## config.mk

```make
export PLATFORM = sky130hd
export DESIGN_NAME = gin_feed_ctrl_flat
export DESIGN_NICKNAME = d
export VERILOG_FILES = /design/src/rtl/gin_feed_ctrl_if.sv /design/src/rtl/gin_feed_ctrl.sv /design/src/flat_wrapper.sv
export SDC_FILE = /design/constraint.sdc
export NUM_CORES = 1
export LEC_CHECK = 0
export CELL_PAD_IN_SITES_DETAIL_PLACEMENT = 1
export CELL_PAD_IN_SITES_GLOBAL_PLACEMENT = 2
export CORE_MARGIN = 5
export CORE_UTILIZATION = 37
export DETAILED_ROUTE_END_ITERATION = 6
export PLACE_DENSITY_LB_ADDON = 0.1
export SYNTH_ARGS = -nofsm -noshare
export SYNTH_HDL_FRONTEND = slang
export SYNTH_SLANG_ARGS = --single-unit
```

## constraint.sdc

```tcl
create_clock -name i_clk -period 2.85 [get_ports i_clk]
set_input_delay 0.57 -clock i_clk [delete_from_list [all_inputs] [get_ports i_clk]]
set_output_delay 0.57 -clock i_clk [all_outputs]
set_load 0.01 [all_outputs]
```

## src/rtl/gin_feed_ctrl_if.sv

```systemverilog
// GLB read port and GIN output bus of the GIN feed sequencer.
//   master : sequencer side (drives GLB read strobe/address and the GIN word)
//   slave  : environment side (GLB returns read data, GIN returns ready)
//   o_glb_rd_en/o_glb_addr : GLB read request
//   i_glb_rd_data          : GLB read data, valid 1 cycle after the request
//   o_gin_valid/o_gin_data/o_gin_tag/i_gin_ready : GIN valid/ready stream
interface gin_feed_ctrl_if #(
  parameter int unsigned DATA_BITWIDTH = 16,
  parameter int unsigned ADDR_BITWIDTH = 10
);
  logic                     o_glb_rd_en;
  logic [ADDR_BITWIDTH-1:0] o_glb_addr;
  logic [DATA_BITWIDTH-1:0] i_glb_rd_data;
  logic                     o_gin_valid;
  logic [DATA_BITWIDTH-1:0] o_gin_data;
  logic [5:0]               o_gin_tag;
  logic                     i_gin_ready;

  modport master (
    output o_glb_rd_en, o_glb_addr, o_gin_valid, o_gin_data, o_gin_tag,
    input  i_glb_rd_data, i_gin_ready
  );

  modport slave (
    input  o_glb_rd_en, o_glb_addr, o_gin_valid, o_gin_data, o_gin_tag,
    output i_glb_rd_data, i_gin_ready
  );
endinterface

```

## src/rtl/gin_feed_ctrl.sv

```systemverilog
// GIN feed sequencer: reads rows*cols*len words from a linear GLB address
// range (wrapping), tags each word with {row,col} and streams it onto the GIN
// through a 3-entry buffer with valid/ready handshake.
//   i_clk, i_rst        : clock, synchronous active-high reset
//   i_start             : start pulse, honoured only in IDLE
//   i_base_addr         : first GLB address
//   i_num_rows/cols     : row tags / col tags per row (0..7)
//   i_len               : words per {row,col} tag
//   bus (master)        : GLB read port and GIN output stream
//   o_busy              : high in every state except IDLE
//   o_done              : one-cycle pulse after a pass completes
module gin_feed_ctrl #(
  parameter int unsigned DATA_BITWIDTH = 16,
  parameter int unsigned ADDR_BITWIDTH = 10,
  parameter int unsigned LEN_BITWIDTH  = 8
) (
  input  logic                     i_clk,
  input  logic                     i_rst,
  input  logic                     i_start,
  input  logic [ADDR_BITWIDTH-1:0] i_base_addr,
  input  logic [2:0]               i_num_rows,
  input  logic [2:0]               i_num_cols,
  input  logic [LEN_BITWIDTH-1:0]  i_len,
  gin_feed_ctrl_if.master          bus,
  output logic                     o_busy,
  output logic                     o_done
);

  localparam logic [ADDR_BITWIDTH-1:0] ADDR_ONE = 1;
  localparam logic [LEN_BITWIDTH-1:0]  LEN_ONE  = 1;

  typedef enum logic [1:0] {IDLE, RUN, DRAIN, DONE} state_t;

  state_t                   state_q, state_d;
  logic [ADDR_BITWIDTH-1:0] addr_q;
  logic [2:0]               rows_q, cols_q, row_cnt, col_cnt;
  logic [LEN_BITWIDTH-1:0]  len_q, word_cnt;
  logic                     rd_inflight;
  logic [5:0]               rd_tag;
  logic                     done_q;

  logic [DATA_BITWIDTH-1:0] buf_data [0:2];
  logic [5:0]               buf_tag  [0:2];
  logic [1:0]               wr_ptr, rd_ptr, count;

  logic rd_en, push, pop, size_zero;
  logic last_word, last_col, last_row, last_read;

  function automatic logic [1:0] ptr_inc(input logic [1:0] p);
    return (p == 2'd2) ? 2'd0 : p + 2'd1;
  endfunction

  assign size_zero = (i_num_rows == '0) || (i_num_cols == '0) || (i_len == '0);
  assign last_word = (word_cnt == len_q - LEN_ONE);
  assign last_col  = (col_cnt == cols_q - 3'd1);
  assign last_row  = (row_cnt == rows_q - 3'd1);
  assign push      = rd_inflight;
  assign pop       = (count != '0) && bus.i_gin_ready;

  // Issue depends only on registered occupancy and in-flight state, so GIN
  // ready never reaches the GLB strobe combinationally. The sum never
  // exceeds 3, so 2 bits suffice.
  always_comb begin
    state_d   = state_q;
    rd_en     = 1'b0;
    last_read = 1'b0;
    if (state_q == RUN && !i_rst)
      rd_en = ((count + {1'b0, rd_inflight}) != 2'd3);
    last_read = rd_en && last_word && last_col && last_row;
    case (state_q)
      IDLE:    if (i_start) state_d = size_zero ? DONE : RUN;
      RUN:     if (last_read) state_d = DRAIN;
      DRAIN:   if (count == '0 && !rd_inflight) state_d = DONE;
      DONE:    state_d = IDLE;
      default: state_d = IDLE;
    endcase
  end

  always_ff @(posedge i_clk) begin
    if (i_rst) begin
      state_q     <= IDLE;
      addr_q      <= '0;
      rows_q      <= '0;
      cols_q      <= '0;
      len_q       <= '0;
      row_cnt     <= '0;
      col_cnt     <= '0;
      word_cnt    <= '0;
      rd_inflight <= 1'b0;
      rd_tag      <= '0;
      done_q      <= 1'b0;
      wr_ptr      <= '0;
      rd_ptr      <= '0;
      count       <= '0;
      for (int unsigned i = 0; i < 3; i++) begin
        buf_data[i] <= '0;
        buf_tag[i]  <= '0;
      end
    end else begin
      state_q     <= state_d;
      done_q      <= (state_q == DONE);
      rd_inflight <= rd_en;

      if (state_q == IDLE && i_start) begin
        addr_q   <= i_base_addr;
        rows_q   <= i_num_rows;
        cols_q   <= i_num_cols;
        len_q    <= i_len;
        row_cnt  <= '0;
        col_cnt  <= '0;
        word_cnt <= '0;
      end

      if (rd_en) begin
        addr_q <= addr_q + ADDR_ONE;
        rd_tag <= {row_cnt, col_cnt};
        if (last_word) begin
          word_cnt <= '0;
          if (last_col) begin
            col_cnt <= '0;
            row_cnt <= row_cnt + 3'd1;
          end else begin
            col_cnt <= col_cnt + 3'd1;
          end
        end else begin
          word_cnt <= word_cnt + LEN_ONE;
        end
      end

      if (push) begin
        buf_data[wr_ptr] <= bus.i_glb_rd_data;
        buf_tag[wr_ptr]  <= rd_tag;
        wr_ptr           <= ptr_inc(wr_ptr);
      end
      if (pop) rd_ptr <= ptr_inc(rd_ptr);

      case ({push, pop})
        2'b10:   count <= count + 2'd1;
        2'b01:   count <= count - 2'd1;
        default: count <= count;
      endcase
    end
  end

  assign bus.o_glb_rd_en = rd_en;
  assign bus.o_glb_addr  = i_rst ? '0 : addr_q;
  assign bus.o_gin_valid = !i_rst && (count != '0);
  assign bus.o_gin_data  = i_rst ? '0 : buf_data[rd_ptr];
  assign bus.o_gin_tag   = i_rst ? '0 : buf_tag[rd_ptr];
  assign o_busy          = !i_rst && (state_q != IDLE);
  assign o_done          = !i_rst && done_q;

endmodule

```

## src/flat_wrapper.sv

```systemverilog
// flat-port wrapper written by rule: the top's interface ports become plain ports
module gin_feed_ctrl_flat 
#(
  parameter int unsigned DATA_BITWIDTH = 16,
  parameter int unsigned ADDR_BITWIDTH = 10,
  parameter int unsigned LEN_BITWIDTH  = 8
)
  (i_clk, i_rst, i_start, i_base_addr, i_num_rows, i_num_cols, i_len, o_busy, o_done, bus_o_glb_rd_en, bus_o_glb_addr, bus_o_gin_valid, bus_o_gin_data, bus_o_gin_tag, bus_i_glb_rd_data, bus_i_gin_ready);
  gin_feed_ctrl_if #(.DATA_BITWIDTH(DATA_BITWIDTH), .ADDR_BITWIDTH(ADDR_BITWIDTH)) bus_i ();
  input  logic i_clk;
  input  logic i_rst;
  input  logic i_start;
  input  logic [ADDR_BITWIDTH-1:0] i_base_addr;
  input  logic [2:0] i_num_rows;
  input  logic [2:0] i_num_cols;
  input  logic [LEN_BITWIDTH-1:0] i_len;
  output logic o_busy;
  output logic o_done;
  output wire logic [$bits(bus_i.o_glb_rd_en)-1:0] bus_o_glb_rd_en;
  output wire logic [$bits(bus_i.o_glb_addr)-1:0] bus_o_glb_addr;
  output wire logic [$bits(bus_i.o_gin_valid)-1:0] bus_o_gin_valid;
  output wire logic [$bits(bus_i.o_gin_data)-1:0] bus_o_gin_data;
  output wire logic [$bits(bus_i.o_gin_tag)-1:0] bus_o_gin_tag;
  input wire logic [$bits(bus_i.i_glb_rd_data)-1:0] bus_i_glb_rd_data;
  input wire logic [$bits(bus_i.i_gin_ready)-1:0] bus_i_gin_ready;
  assign bus_o_glb_rd_en = bus_i.o_glb_rd_en;
  assign bus_o_glb_addr = bus_i.o_glb_addr;
  assign bus_o_gin_valid = bus_i.o_gin_valid;
  assign bus_o_gin_data = bus_i.o_gin_data;
  assign bus_o_gin_tag = bus_i.o_gin_tag;
  assign bus_i.i_glb_rd_data = bus_i_glb_rd_data;
  assign bus_i.i_gin_ready = bus_i_gin_ready;
  gin_feed_ctrl #(.DATA_BITWIDTH(DATA_BITWIDTH), .ADDR_BITWIDTH(ADDR_BITWIDTH), .LEN_BITWIDTH(LEN_BITWIDTH)) u_core (.i_clk(i_clk), .i_rst(i_rst), .i_start(i_start), .i_base_addr(i_base_addr), .i_num_rows(i_num_rows), .i_num_cols(i_num_cols), .i_len(i_len), .bus(bus_i), .o_busy(o_busy), .o_done(o_done));
endmodule
```

## Yosys cells after proc, flatten, opt, wreduce, memory -nomap -nowiden

Memory sizes are Yosys's and may differ from the RTL's. A register that Yosys moved wholly into a read port is not among the register bits.
Index checks and enable logic that the tools add are counted.

| word-level totals | value |
|---|---|
| register bits after elaboration | 54 |
| bits in latches | 0 |
| RAM bits | 66 |
| ROM bits | 0 |
| bits of input ports | 44 |
| output and inout port bits | 36 |
| logic and storage cells | 108 |
| memories kept | 2 |

| cells by class | value |
|---|---|
| add/subtract/negate cells | 12 |
| multipliers | 0 |
| div/mod/pow operators | 0 |
| order comparisons | 0 |
| eq/ne operators | 14 |
| shift-type cells | 0 |
| mux-type cells | 40 |
| bitwise gates (word level) | 0 |
| reductions and logical operators | 26 |

Memories:

| name | depth | bits a word | rd ports | clocked after Yosys merged registers in | write ports | line | RTL |
|---|---|---|---|---|---|---|---|
| u_core.buf_data | 3 | 16 | 1 | 1 | 3 | gin_feed_ctrl.sv:42 | `logic [DATA_BITWIDTH-1:0] buf_data [0:2];` |
| u_core.buf_tag | 3 | 6 | 1 | 1 | 3 | gin_feed_ctrl.sv:43 | `logic [5:0] buf_tag [0:2];` |

Operators by type and width:

| cell | count |
|---|---|
| 16-bit 2-to-1 mux | 2 |
| 10-bit 2-to-1 mux | 3 |
| 2-bit 2-to-1 mux | 12 |
| 3-bit 2-to-1 mux | 8 |
| 8-bit 2-to-1 mux | 3 |
| 16-bit OR reduction | 1 |
| 6-bit 2-to-1 mux | 2 |
| 10-bit by 1-bit adder with 10-bit output, second input constant | 1 |
| 2-bit == test, second input constant | 5 |
| 1-bit logical AND | 10 |
| 8-bit by 1-bit adder with 8-bit output, second input constant | 1 |
| 8-bit == test | 1 |
| 8-bit zero test | 1 |
| 1-bit 2-to-1 mux | 8 |
| 2-bit one-hot mux with 4 select lines | 1 |
| 2-bit nonzero test | 4 |
| 8-bit by 1-bit subtractor with 8-bit output, second input constant | 1 |
| 2-bit by 1-bit adder with 2-bit output, second input constant | 3 |
| 3-bit by 1-bit adder with 3-bit output, second input constant | 2 |
| 3-bit == test | 2 |
| 3-bit zero test | 2 |
| 6-bit OR reduction | 1 |
| 3-bit by 1-bit subtractor with 3-bit output, second input constant | 2 |
| 2-bit by 1-bit == test with 1-bit output, second input constant | 2 |
| other kinds (9) | 14 |

## Longest topological paths before layout

Gate-level depths: netlist (run 1).

| logic depth | value |
|---|---|
| word-level depth | 8 |
| depth in mapped cells | 10 |
| depth with buffers taken out | 9 |

## Worst setup path after synthesis (run 1)

OpenSTA, ideal clock, no wires.

| timing | value |
|---|---|
| path type | flip-flop to output port |
| from | register u_core.count[0] |
| to | output bus_o_glb_rd_en |
| data arrival time | 1745 ps |
| data required time | 2280 ps |
| setup slack | 535 ps |
| cell stages (with the launch flop) | 7 |
| path buffers | 2 |
| cells stage by stage | dfxtp_1 > ha_1 > xor2_1 > a211o_1 > inv_1 > clkbuf_1 > clkbuf_1 |

| on the way | value |
|---|---|
| word-level cells in the longest chain between the ends | 3 |

Ends and longest elaborated chain:

| item | line | RTL |
|---|---|---|
| from (decl) | gin_feed_ctrl.sv:44 | `logic [1:0] wr_ptr, rd_ptr, count;` |
| from (signal assigned) | gin_feed_ctrl.sv:138 | `2'b10: count <= count + 2'd1;` |
| from (signal assigned) | gin_feed_ctrl.sv:139 | `2'b01: count <= count - 2'd1;` |
| from (signal assigned) | gin_feed_ctrl.sv:140 | `default: count <= count;` |
| 2-bit by 1-bit adder with 2-bit output | gin_feed_ctrl.sv:68 | `rd_en = ((count + {1'b0, rd_inflight}) != 2'd3);` |
| 2-bit != test | gin_feed_ctrl.sv:68 |  |
| 1-bit 2-to-1 mux | gin_feed_ctrl.sv:67 | `if (state_q == RUN && !i_rst)` |
| to (decl) | flat_wrapper.sv:19 | `output wire logic [$bits(bus_i.o_glb_rd_en)-1:0] bus_o_glb_rd_en;` |

No other way between the ends.

==> results.py, run 1 <==
metrics = {
    "yosys": {
        "synthFlopType": "edfxtp_1",
        "yosysTopAreaCell": "edfxtp_1",
        "synthTopCellsByArea": "edfxtp_1, dfxtp_1, mux4_2, and2_1, nand2_1",
        "synth.distinct_cells": 55,
        "syn-num-nets": 653,
        "synth-seq-cells": 144,
        "synth.most_common_cell": "edfxtp_1",
        "netlist.area_leader.share": 0.3880,
        "seq_area_frac_synth": 0.5525,
        "synth_edf_count": 88,
        "syn_avg_cell_area_sq_um": 11.43,
        "synth_warnings": 0,
        "netlist_area_sq_um": 6812,
        "yosys-top-cells-count": "edfxtp_1, and2_1, nand2_1",
        "synthArstFlopShare": 0,
        "synth_cells": 596,
    },
    "timing": {
        "finalCritPeriodShare": 0.9626,
        "setup_viol": 0,
        "clock.fmax_ghz": 0.3645,
        "slew_viol_final": 0,
        "fin_worst_skew_ns": 0.009707,
        "tns_ns": 0,
        "worst_pin_slew_ns": 0.6777,
        "rsz0062_at_grt": "false",
        "finalHoldViolations": 0,
        "min_period_ns": 2.744,
        "max-slew-margin-rel": 0.5482,
    },
    "power_and_ir_drop": {
        "p_leak_nw": 3.073,
        "power_mw": 6.162,
        "ir_worst_vdd_v": 0.0004134,
        "p_per_area_nw_per_um2": 723.5,
    },
    "global_routing": {
        "grt_pass1_vias": 5303,
        "grt_pass1_wl_microns": 28060,
        "grt_max_degree": 92,
        "grt-ovfl-total": 0,
        "antenna_found_initial": 0,
        "grt_usage": 0.1649,
    },
    "cts": {
        "cts_htree_levels": 4,
        "cts_root_buffer": "clkbuf_16",
        "hold_buffers": 0,
        "cts_buffers": 17,
        "clk_pin_slew_ns": 0.06,
        "cts_tree": "yes",
        "clkSinkCount": 144,
        "clk_latency_ns": 0.41,
        "cts_setup_buffers": 0,
        "clock_path_buffers": 2,
    },
    "worst_setup_path": {
        "cp.arrival_ns": 2.17,
        "critPathLaunchType": "flip-flop",
        "worst-path-max-fanout": 11,
        "timing.critical_path.to_type": "output port",
        "crit_required_ns": 2.28,
        "worst-setup-path-type": "flip-flop to output port",
    },
    "die": {
        "ios": 80,
        "start_util": 0.3779,
        "die_w_microns": 145.7,
        "coreArea_sq_um": 18020,
        "dieArea_sq_um": 21220,
        "die_h_microns": 145.7,
        "rows": 49,
    },
    "detailed_routing": {
        "wl_microns": 17120,
        "avgRoutedWirePerCell_microns": 18.61,
        "num_vias": 4850,
        "drt_first_pass_iters": 5,
        "viasPerCell": 5.272,
        "drc_errors": 0,
        "drt_iter0_drc": 184,
        "drt.antenna.violating_nets": 0,
    },
    "run_status": {
        "status": "complete, no violations",
    },
    "place": {
        "io_buffers": 79,
        "gp_congestion": 0.7590,
        "hpwl_microns": 11240,
    },
    "finish": {
        "nets": 735,
        "n_antenna_cell": 0,
        "num-fill-cells": 1920,
        "syn2layout_area_growth_pct": 25.04,
        "layout-drive-gt1-share": 0.1187,
    },
    "min_path": {
        "min_path_type": "flip-flop to flip-flop",
    },
    "run": {
        "cap_violations": 0,
    },
}
-- cell usage in the layout, fill, tap and decap left out, types with 12 or more instances in the layout --
master	Yosys	routed
mux4_2	22	22
dfxtp_1	56	55
nor3_1	12	12
a21oi_1	33	33
clkbuf_16	0	17
and2_1	67	67
inv_1	17	17
ha_1	13	13
o21ai_0	12	12
clkdlybuf4s50_1	0	75
nor2_1	32	32
nand2_1	61	61
nor2b_1	34	34
edfxtp_1	88	88
buf_4	1	12
-- metal layers --
metal  GRT usage  wire, microns  up-vias
li1            -              -     2316
met1      0.1876           7041     2448
met2      0.3090           9455       78
met3     0.04111            502        8
met4     0.03825            124        0
met5           0              0        -
-- critical path, stage by stage (launching register included) --
cell and delay, ns:
dfxtp_4 0.39, buf_12 0.17, mux4_2 0.54, nor2b_1 0.15, clkdlybuf4s50_1 0.50
-- cell type report --
type	count	area, sq um	area share
flip-flops and latches	144	3767	0.4423
well taps	229	286.5	0.03364
clock buffers	17	425.4	0.04995
multi-input cells	403	2865	0.3364
inverters	17	63.81	0.007492
repair buffers	95	959.7	0.1127
clock inverters	15	148.9	0.01748
-- per-stage QoR --
| step | hold WS (ns) | setup WS, ns | cells | cell area, sq um | utilization |
|---|---|---|---|---|---|
| detailed placement | 0.4556 | 0.4298 | 887 | 7915 | 0.4391 |
| finish | 0.4579 | 0.1065 | 920 | 8517 | 0.4725 |
| global placement | 0.4470 | 0.4831 | 887 | 7915 | 0.4391 |
| CTS | 0.4640 | -0.0003442 | 920 | 8514 | 0.4724 |
| global route | 0.4852 | 0.01989 | 920 | 8517 | 0.4725 |
| floorplan | 0.4363 | 0.5347 | 596 | 6812 | - |
-- flip-flops by register name, summed over array words and instances (netlist names), named ones only --
register	count
u_core.addr_q	10
u_core.buf_data	64
u_core.buf_tag	24
u_core.col_cnt	3
u_core.cols_q	3
u_core.count	2
u_core.done_q	1
u_core.len_q	8
u_core.push	1
u_core.rd_ptr	2
u_core.rd_tag	6
u_core.row_cnt	3
u_core.rows_q	3
u_core.state_q	2
u_core.word_cnt	8
u_core.wr_ptr	2
-- timing repair --
item / 4_1_cts / 5_1_grt
cloned: 1 / 0
pin swaps: 0 / 0
gates resized for setup: 5 / 1
setup endpoints to repair: 1 / 1
-- power by group --
group | switching (mW) | leakage, nW | internal, mW
clock network | 0.935 | 0.273 | 1.23
logic | 0.764 | 1.46 | 0.690
registers | 0.158 | 1.34 | 2.39
total | 1.86 | 3.07 | 4.30
-- final timing paths --
path / cells past startpoint / slack [ns] / startpoint / end
setup / recovery: 4 / 0.11 / flip-flop / bus_o_gin_tag[5]
hold / removal: 2 / 0.46 / u_core.cols_q[1] / u_core.cols_q[1]
setup reg to reg: 6 / 0.46 / u_core.len_q[0] / u_core.state_q[1]
hold reg to reg: 2 / 0.46 / u_core.cols_q[1] / u_core.cols_q[1]
-- cells by family after synthesis --
logic type                 synth area share
buffers and inverters               0.02774
DFF                                  0.5525
xor gates and xnor gates            0.02774
AOI/OAI and AO/OA                   0.08046
and+or+nand+nor                      0.2087
muxes                               0.07899
adders and majority gates           0.02388
Note: power is estimated with default switching activity, not from simulation.
==> run 2, diff against run 1 <==
--- a/config.mk
+++ b/config.mk
@@ -14,3 +14,4 @@
 export SYNTH_ARGS = -nofsm -noshare
 export SYNTH_HDL_FRONTEND = slang
 export SYNTH_SLANG_ARGS = --single-unit
+export TNS_END_PERCENT = 20
==> results of run 2 <==
Same layout as run 1: the final DEF is identical, and so are final timing and power.
